### src/rtl/distance_filter.sv
// -----------------------------------------------------------------------------
// distance_filter
//   Smooths ultrasonic distance samples with a 4-sample moving average and
//   classifies the result into GO / SLOW / STOP zones with hysteresis.
//
//   Optional feature: define DIST_FILTER_TIMEOUT_EN to build the stale-data
//   watchdog. Without it, stale is constant 0 and no watchdog logic exists.
//
// Parameters
//   NEAR_CM        STOP threshold (cm)
//   FAR_CM         SLOW threshold (cm), FAR_CM > NEAR_CM + HYST_CM
//   HYST_CM        hysteresis margin (cm)
//   TIMEOUT_CYCLES watchdog limit in clk cycles
//
// Ports
//   clk           system clock
//   rst           asynchronous active-high reset
//   sample_valid  one-cycle strobe qualifying distance_in
//   distance_in   measured distance (cm); 0 means echo timeout, discarded
//   avg_distance  4-sample moving average (truncated)
//   zone          0=GO, 1=SLOW, 2=STOP
//   stop          high while zone is STOP
//   filt_valid    one-cycle pulse when avg_distance/zone update
//   stale         watchdog expired (0 when the watchdog is not built)
// -----------------------------------------------------------------------------
module distance_filter #(
    parameter int NEAR_CM        = 20,
    parameter int FAR_CM         = 40,
    parameter int HYST_CM        = 3,
    parameter int TIMEOUT_CYCLES = 25000000
) (
    input  logic       clk,
    input  logic       rst,
    input  logic       sample_valid,
    input  logic [7:0] distance_in,
    output logic [7:0] avg_distance,
    output logic [1:0] zone,
    output logic       stop,
    output logic       filt_valid,
    output logic       stale
);

    typedef enum logic {
        S_FILL = 1'b0,
        S_RUN  = 1'b1
    } fill_state_t;

    typedef enum logic [1:0] {
        Z_GO   = 2'd0,
        Z_SLOW = 2'd1,
        Z_STOP = 2'd2
    } zone_t;

    // Thresholds widened by one bit so comparisons against the 8-bit
    // average stay correct for any threshold up to 511.
    localparam logic [8:0] L_NEAR      = 9'(NEAR_CM);
    localparam logic [8:0] L_FAR       = 9'(FAR_CM);
    localparam logic [8:0] L_NEAR_HYST = 9'(NEAR_CM + HYST_CM);
    localparam logic [8:0] L_FAR_HYST  = 9'(FAR_CM + HYST_CM);

    fill_state_t r_state;
    fill_state_t w_state_next;
    logic [7:0]  r_buf [4];
    logic [1:0]  r_wptr;
    logic [1:0]  r_fill_cnt;
    logic [9:0]  r_sum;
    logic [7:0]  r_avg;
    zone_t       r_zone;
    logic        r_filt_valid;

    logic        w_accept;
    logic        w_update;
    logic [9:0]  w_sum_next;
    logic [7:0]  w_avg_next;
    logic [8:0]  w_avg_ext;
    zone_t       w_zone_eval;
    logic        w_expire;

    assign w_accept = sample_valid && (distance_in != '0);

    // The oldest entry is overwritten by the new sample, so it leaves the sum.
    // During FILL the buffer still holds reset zeros, so the same update works.
    assign w_sum_next = r_sum + {2'b00, distance_in} - {2'b00, r_buf[r_wptr]};
    assign w_avg_next = w_sum_next[9:2];
    assign w_avg_ext  = {1'b0, w_avg_next};

    // Fill FSM: next-state logic and the "publish" decision.
    always_comb begin
        w_state_next = r_state;
        w_update     = 1'b0;
        case (r_state)
            S_FILL: begin
                if (w_accept && (r_fill_cnt == 2'd3)) begin
                    w_state_next = S_RUN;
                    w_update     = 1'b1;
                end
            end
            S_RUN: begin
                w_update = w_accept;
            end
            default: w_state_next = S_FILL;
        endcase
    end

    // Zone evaluated on the new average, starting from the current zone.
    always_comb begin
        w_zone_eval = r_zone;
        case (r_zone)
            Z_GO: begin
                if (w_avg_ext < L_NEAR)
                    w_zone_eval = Z_STOP;
                else if (w_avg_ext < L_FAR)
                    w_zone_eval = Z_SLOW;
            end
            Z_SLOW: begin
                if (w_avg_ext < L_NEAR)
                    w_zone_eval = Z_STOP;
                else if (w_avg_ext >= L_FAR_HYST)
                    w_zone_eval = Z_GO;
            end
            Z_STOP: begin
                if (w_avg_ext >= L_FAR_HYST)
                    w_zone_eval = Z_GO;
                else if (w_avg_ext >= L_NEAR_HYST)
                    w_zone_eval = Z_SLOW;
            end
            default: w_zone_eval = Z_STOP;
        endcase
    end

    always_ff @(posedge clk or posedge rst) begin
        if (rst)
            r_state <= S_FILL;
        else
            r_state <= w_state_next;
    end

    // Sample buffer, running sum and fill counter.
    always_ff @(posedge clk or posedge rst) begin
        if (rst) begin
            for (int unsigned i = 0; i < 4; i++)
                r_buf[i] <= '0;
            r_wptr     <= '0;
            r_fill_cnt <= '0;
            r_sum      <= '0;
        end else if (w_accept) begin
            r_buf[r_wptr] <= distance_in;
            r_wptr        <= r_wptr + 2'd1;
            r_sum         <= w_sum_next;
            if (r_state == S_FILL)
                r_fill_cnt <= r_fill_cnt + 2'd1;
        end
    end

    // Published outputs.
    always_ff @(posedge clk or posedge rst) begin
        if (rst) begin
            r_avg        <= '0;
            r_zone       <= Z_STOP;
            r_filt_valid <= 1'b0;
        end else begin
            r_filt_valid <= w_update;
            if (w_update) begin
                r_avg  <= w_avg_next;
                r_zone <= w_zone_eval;
            end else if (w_expire) begin
                r_zone <= Z_STOP;
            end
        end
    end

`ifdef DIST_FILTER_TIMEOUT_EN
    localparam int WD_W = $clog2(TIMEOUT_CYCLES + 1);
    localparam logic [WD_W-1:0] L_WD_LIMIT = WD_W'(TIMEOUT_CYCLES);

    logic [WD_W-1:0] r_wd_cnt;
    logic            r_stale;

    // Fires once when the saturated counter is seen and no sample arrives;
    // a sample arriving in that same cycle wins.
    assign w_expire = !w_accept && !r_stale && (r_wd_cnt == L_WD_LIMIT);

    always_ff @(posedge clk or posedge rst) begin
        if (rst) begin
            r_wd_cnt <= '0;
            r_stale  <= 1'b0;
        end else begin
            if (w_accept)
                r_wd_cnt <= '0;
            else if (r_wd_cnt != L_WD_LIMIT)
                r_wd_cnt <= r_wd_cnt + 1'b1;

            if (w_accept)
                r_stale <= 1'b0;
            else if (w_expire)
                r_stale <= 1'b1;
        end
    end

    assign stale = r_stale;
`else
    assign w_expire = 1'b0;
    assign stale    = 1'b0;
`endif

    assign avg_distance = r_avg;
    assign zone         = r_zone;
    assign stop         = (r_zone == Z_STOP);
    assign filt_valid   = r_filt_valid;

endmodule

### config.mk
export PLATFORM = sky130hd
export DESIGN_NAME = distance_filter
export DESIGN_NICKNAME = d
export VERILOG_FILES = /design/src/rtl/distance_filter.sv
export SDC_FILE = /design/constraint.sdc
export NUM_CORES = 1
export LEC_CHECK = 0
export CAP_MARGIN = 20
export CORE_MARGIN = 2
export CORE_UTILIZATION = 53
export DETAILED_ROUTE_END_ITERATION = 6
export PLACE_DENSITY = 0.74
export REMOVE_ABC_BUFFERS = 1
export SLEW_MARGIN = 20
export SYNTH_ARGS = -nofsm -noshare
export SYNTH_HDL_FRONTEND = slang
export SYNTH_SLANG_ARGS = --single-unit
### constraint.sdc
create_clock -name clk -period 3.6 [get_ports clk]
set_input_delay 0.72 -clock clk [delete_from_list [all_inputs] [get_ports clk]]
set_output_delay 0.72 -clock clk [all_outputs]
set_load 0.03 [all_outputs]
==> reports/metrics.csv <==
stage;metric;value;unit
yosys;synth-edff-count;0;
setup_path;crit_fanout;5;
detailed_routing;num_vias;2482;
sta;worst_pin_slew;731;ps
placement;hpwl;4920;microns
yosys;async_flop_share;100;%
clocking;clock_latency;340;ps
cells_and_area;area_growth_syn_to_layout;26.3;%
grt;antenna_found_initial;0;
grt;grt_pass1_vias;2500;
detailed_routing;avgRoutedWirePerCell;14.7;microns
sta;setup_viol;0;
setup_path;crit_start;r_wptr[0]$_DFFE_PP0P_;
cells_and_area;drive_gt1_share;23.2;%
grt;grt_max_degree;59;
setup_path;cp-endpoint;zone[1]$_DFFE_PP1P_;
yosys;synthCells;327;
cells_and_area;nNetsFinal;422;
setup_path;reg2reg_to;zone[1]$_DFFE_PP1P_;
grt;grt_pass1_wl;11700;microns
sta;skew;6.19;ps
min_path;hold-path-cell-count;2;
setup_path;cp.required;3870;ps
setup_path;worst-r2r-cell-count;11;
job;drv_cap;0;
grt;grtUsageTotal;23.6;%
cells_and_area;n_antenna_cell;0;
setup_path;r2r-start;r_wptr[0]$_DFFE_PP0P_;
sta;max_slew_margin;51.2;%
setup_path;arrival;3790;ps
yosys;syn_area_per_cell;9.82;sq um
clocking;cts_buffers;9;
clocking;clock-root-buffer;clkbuf_8;
sta;maxSlewViolCount;0;
detailed_routing;vias_per_cell;5.30;
clocking;clockBufferDepth;2;
grt;gr-total-overflow;0;
floorplan;num_io_pins;24;
clocking;clkSlewWorstSetupHoldPaths;60;ps
clocking;cts.sinks;58;
placement;pre_cts_ws;-234;ps
yosys;ys_seq_area_share;45.2;%
detailed_routing;wl;6880;microns
floorplan;rows;28;
setup_path;start_kind;register;
yosys;synthFlopType;dfrtp_1;
sta;hold_ws;475;ps
sta;setup_ws;79.0;ps
yosys;ys_ff_latch;58;
setup_path;critPathKind;register to register;
detailed_routing;detail-route-antenna-nets;0;
clocking;htreeDepth;3;
detailed_routing;initialDrtViolationCount;86;
sta;hold_viol;0;
clocking;hold_buffers;0;
yosys;ys_warn_count;0;
status;status;complete, no violations;
placement;place.port_buffers;22;
min_path;hold_path.class;register to register;
floorplan;dieWidth;81.8;microns
sta;period_needed;3520;ps
setup_path;ff2ff_setup_slack;80;ps
floorplan;die_h;81.8;microns
detailed_routing;drc;0;
sta;min_period_over_period;97.8;%
floorplan;start_util;54.6;%
sta;fmax;0.284;GHz
yosys;synth.distinct_cells;49;
yosys;netlist_area;3210;sq um
floorplan;die_area;6700;sq um
clocking;cts_tree;done;
setup_path;end_kind;register;
placement;gp_congestion;0.838;
floorplan;core_region_area;5890;sq um
detailed_routing;firstDrtPassIters;4;
[through the flow]
step / util [%] / setup TNS (ps) / cell area [sq um] / std cells
after floorplan: - / -10.6 / 3160 / 314
after global placement: 63.8 / -270 / 3760 / 449
after detailed placement: 63.8 / -553 / 3760 / 449
after CTS: 66.9 / 0 / 3940 / 465
after global routing: 68.9 / -75.2 / 4060 / 468
final: 68.9 / 0 / 4060 / 468
[worst min path at each step]
stage / from / end / slack (ps)
floorplan: r_buf[10]$_DFFE_PP0P_ / r_buf[10]$_DFFE_PP0P_ / 440
global placement: r_buf[1]$_DFFE_PP0P_ / r_buf[1]$_DFFE_PP0P_ / 460
detailed placement: r_buf[1]$_DFFE_PP0P_ / r_buf[1]$_DFFE_PP0P_ / 460
CTS: r_buf[1]$_DFFE_PP0P_ / r_buf[1]$_DFFE_PP0P_ / 480
global route: r_buf[28]$_DFFE_PP0P_ / r_buf[28]$_DFFE_PP0P_ / 500
finish: r_buf[1]$_DFFE_PP0P_ / r_buf[1]$_DFFE_PP0P_ / 480
[placed cells by master (no fill, tap or decap), types with 2 or more instances in the layout]
| cell | Yosys | final |
|---|---|---|
| a211o_1 | 3 | 3 |
| a21o_1 | 3 | 3 |
| a21oi_1 | 11 | 9 |
| a21oi_2 | 0 | 2 |
| buf_4 | 1 | 40 |
| clkbuf_1 | 10 | 2 |
| clkbuf_8 | 0 | 12 |
| clkdlybuf4s50_1 | 0 | 22 |
| clkinv_2 | 0 | 2 |
| dfrtp_1 | 57 | 56 |
| fa_1 | 8 | 8 |
| ha_1 | 15 | 12 |
| ha_2 | 0 | 3 |
| inv_1 | 40 | 39 |
| mux2_2 | 5 | 5 |
| mux4_2 | 8 | 8 |
| nand2_1 | 56 | 56 |
| nand2b_1 | 5 | 4 |
| nand3_1 | 3 | 3 |
| nor2_1 | 6 | 6 |
| nor2b_1 | 4 | 4 |
| nor4_1 | 2 | 2 |
| o21ai_0 | 48 | 47 |
| xnor2_1 | 5 | 3 |
| xnor2_2 | 0 | 2 |
| xor2_1 | 2 | 2 |
[cell type report]
class                           count  area, sq um
Fill cell                         471         1830
Multi-Input combinational cell    216         1650
Sequential cell                    58         1450
Timing Repair Buffer               63          532
Clock buffer                       14          173
Inverter                           40          150
Tap cell                           75         93.8
Clock inverter                      2         10.0
[metal layers]
layer  part of all wire (%)  GRT usage [%]  vias up  wire, microns
met4                    2.4           10.0        0            167
met5                      0              0        -              0
met2                     47           37.2       41           3250
met3                    3.9           6.15       12            270
li1                       -              -     1233              -
met1                     46           31.0     1196           3180
[cells by family after synthesis]
kind of cell	share of synthesized area, %
compound gates	16.4
xor+xnor	1.91
fa+ha+maj	10.8
buf+inv	6.39
flops	45.2
mux	7.36
other cells	0.117
simple gates	11.7
[cells in the mapped netlist, types with 3 or more instances]
cell      count  share of area [%]
a211o_1       3               0.82
a21o_1        3               0.70
a21oi_1      11                1.7
clkbuf_1     10                1.2
dfrtp_1      57                 44
fa_1          8                5.0
ha_1         15                5.8
inv_1        40                4.7
mux2_2        5                1.8
mux4_2        8                5.6
nand2_1      56                6.5
nand2b_1      5               0.97
nand3_1       3               0.47
nor2_1        6               0.70
nor2b_1       4               0.78
o21ai_0      48                7.5
xnor2_1       5                1.4
[registers in the layout, summed over array words and instances, names as in the netlist]
register and cells:
zone 2, filt_valid 1, r_buf 32, r_wptr 2
r_fill_cnt 2, r_sum 10, r_state 1, avg_distance 8
[critical path, cell delays in order (launching register included)]
cell	delay (ps)
dfrtp_2	450
mux4_2	540
fa_1	500
inv_1	70
fa_1	420
and3_1	220
o21a_2	250
or2_4	260
o31a_1	260
o21ai_2	150
o31ai_1	90
a41o_1	240
[what timing repair did]
action / in CTS / in global routing
buffers inserted: 0 / 3
gates resized for setup: 1 / 20
endpoints found under the setup margin: 2 / 2
pin swaps: 0 / 3
Power is not shown: default switching activity piles up to over one toggle a cycle in this logic, so the estimate is an artifact.
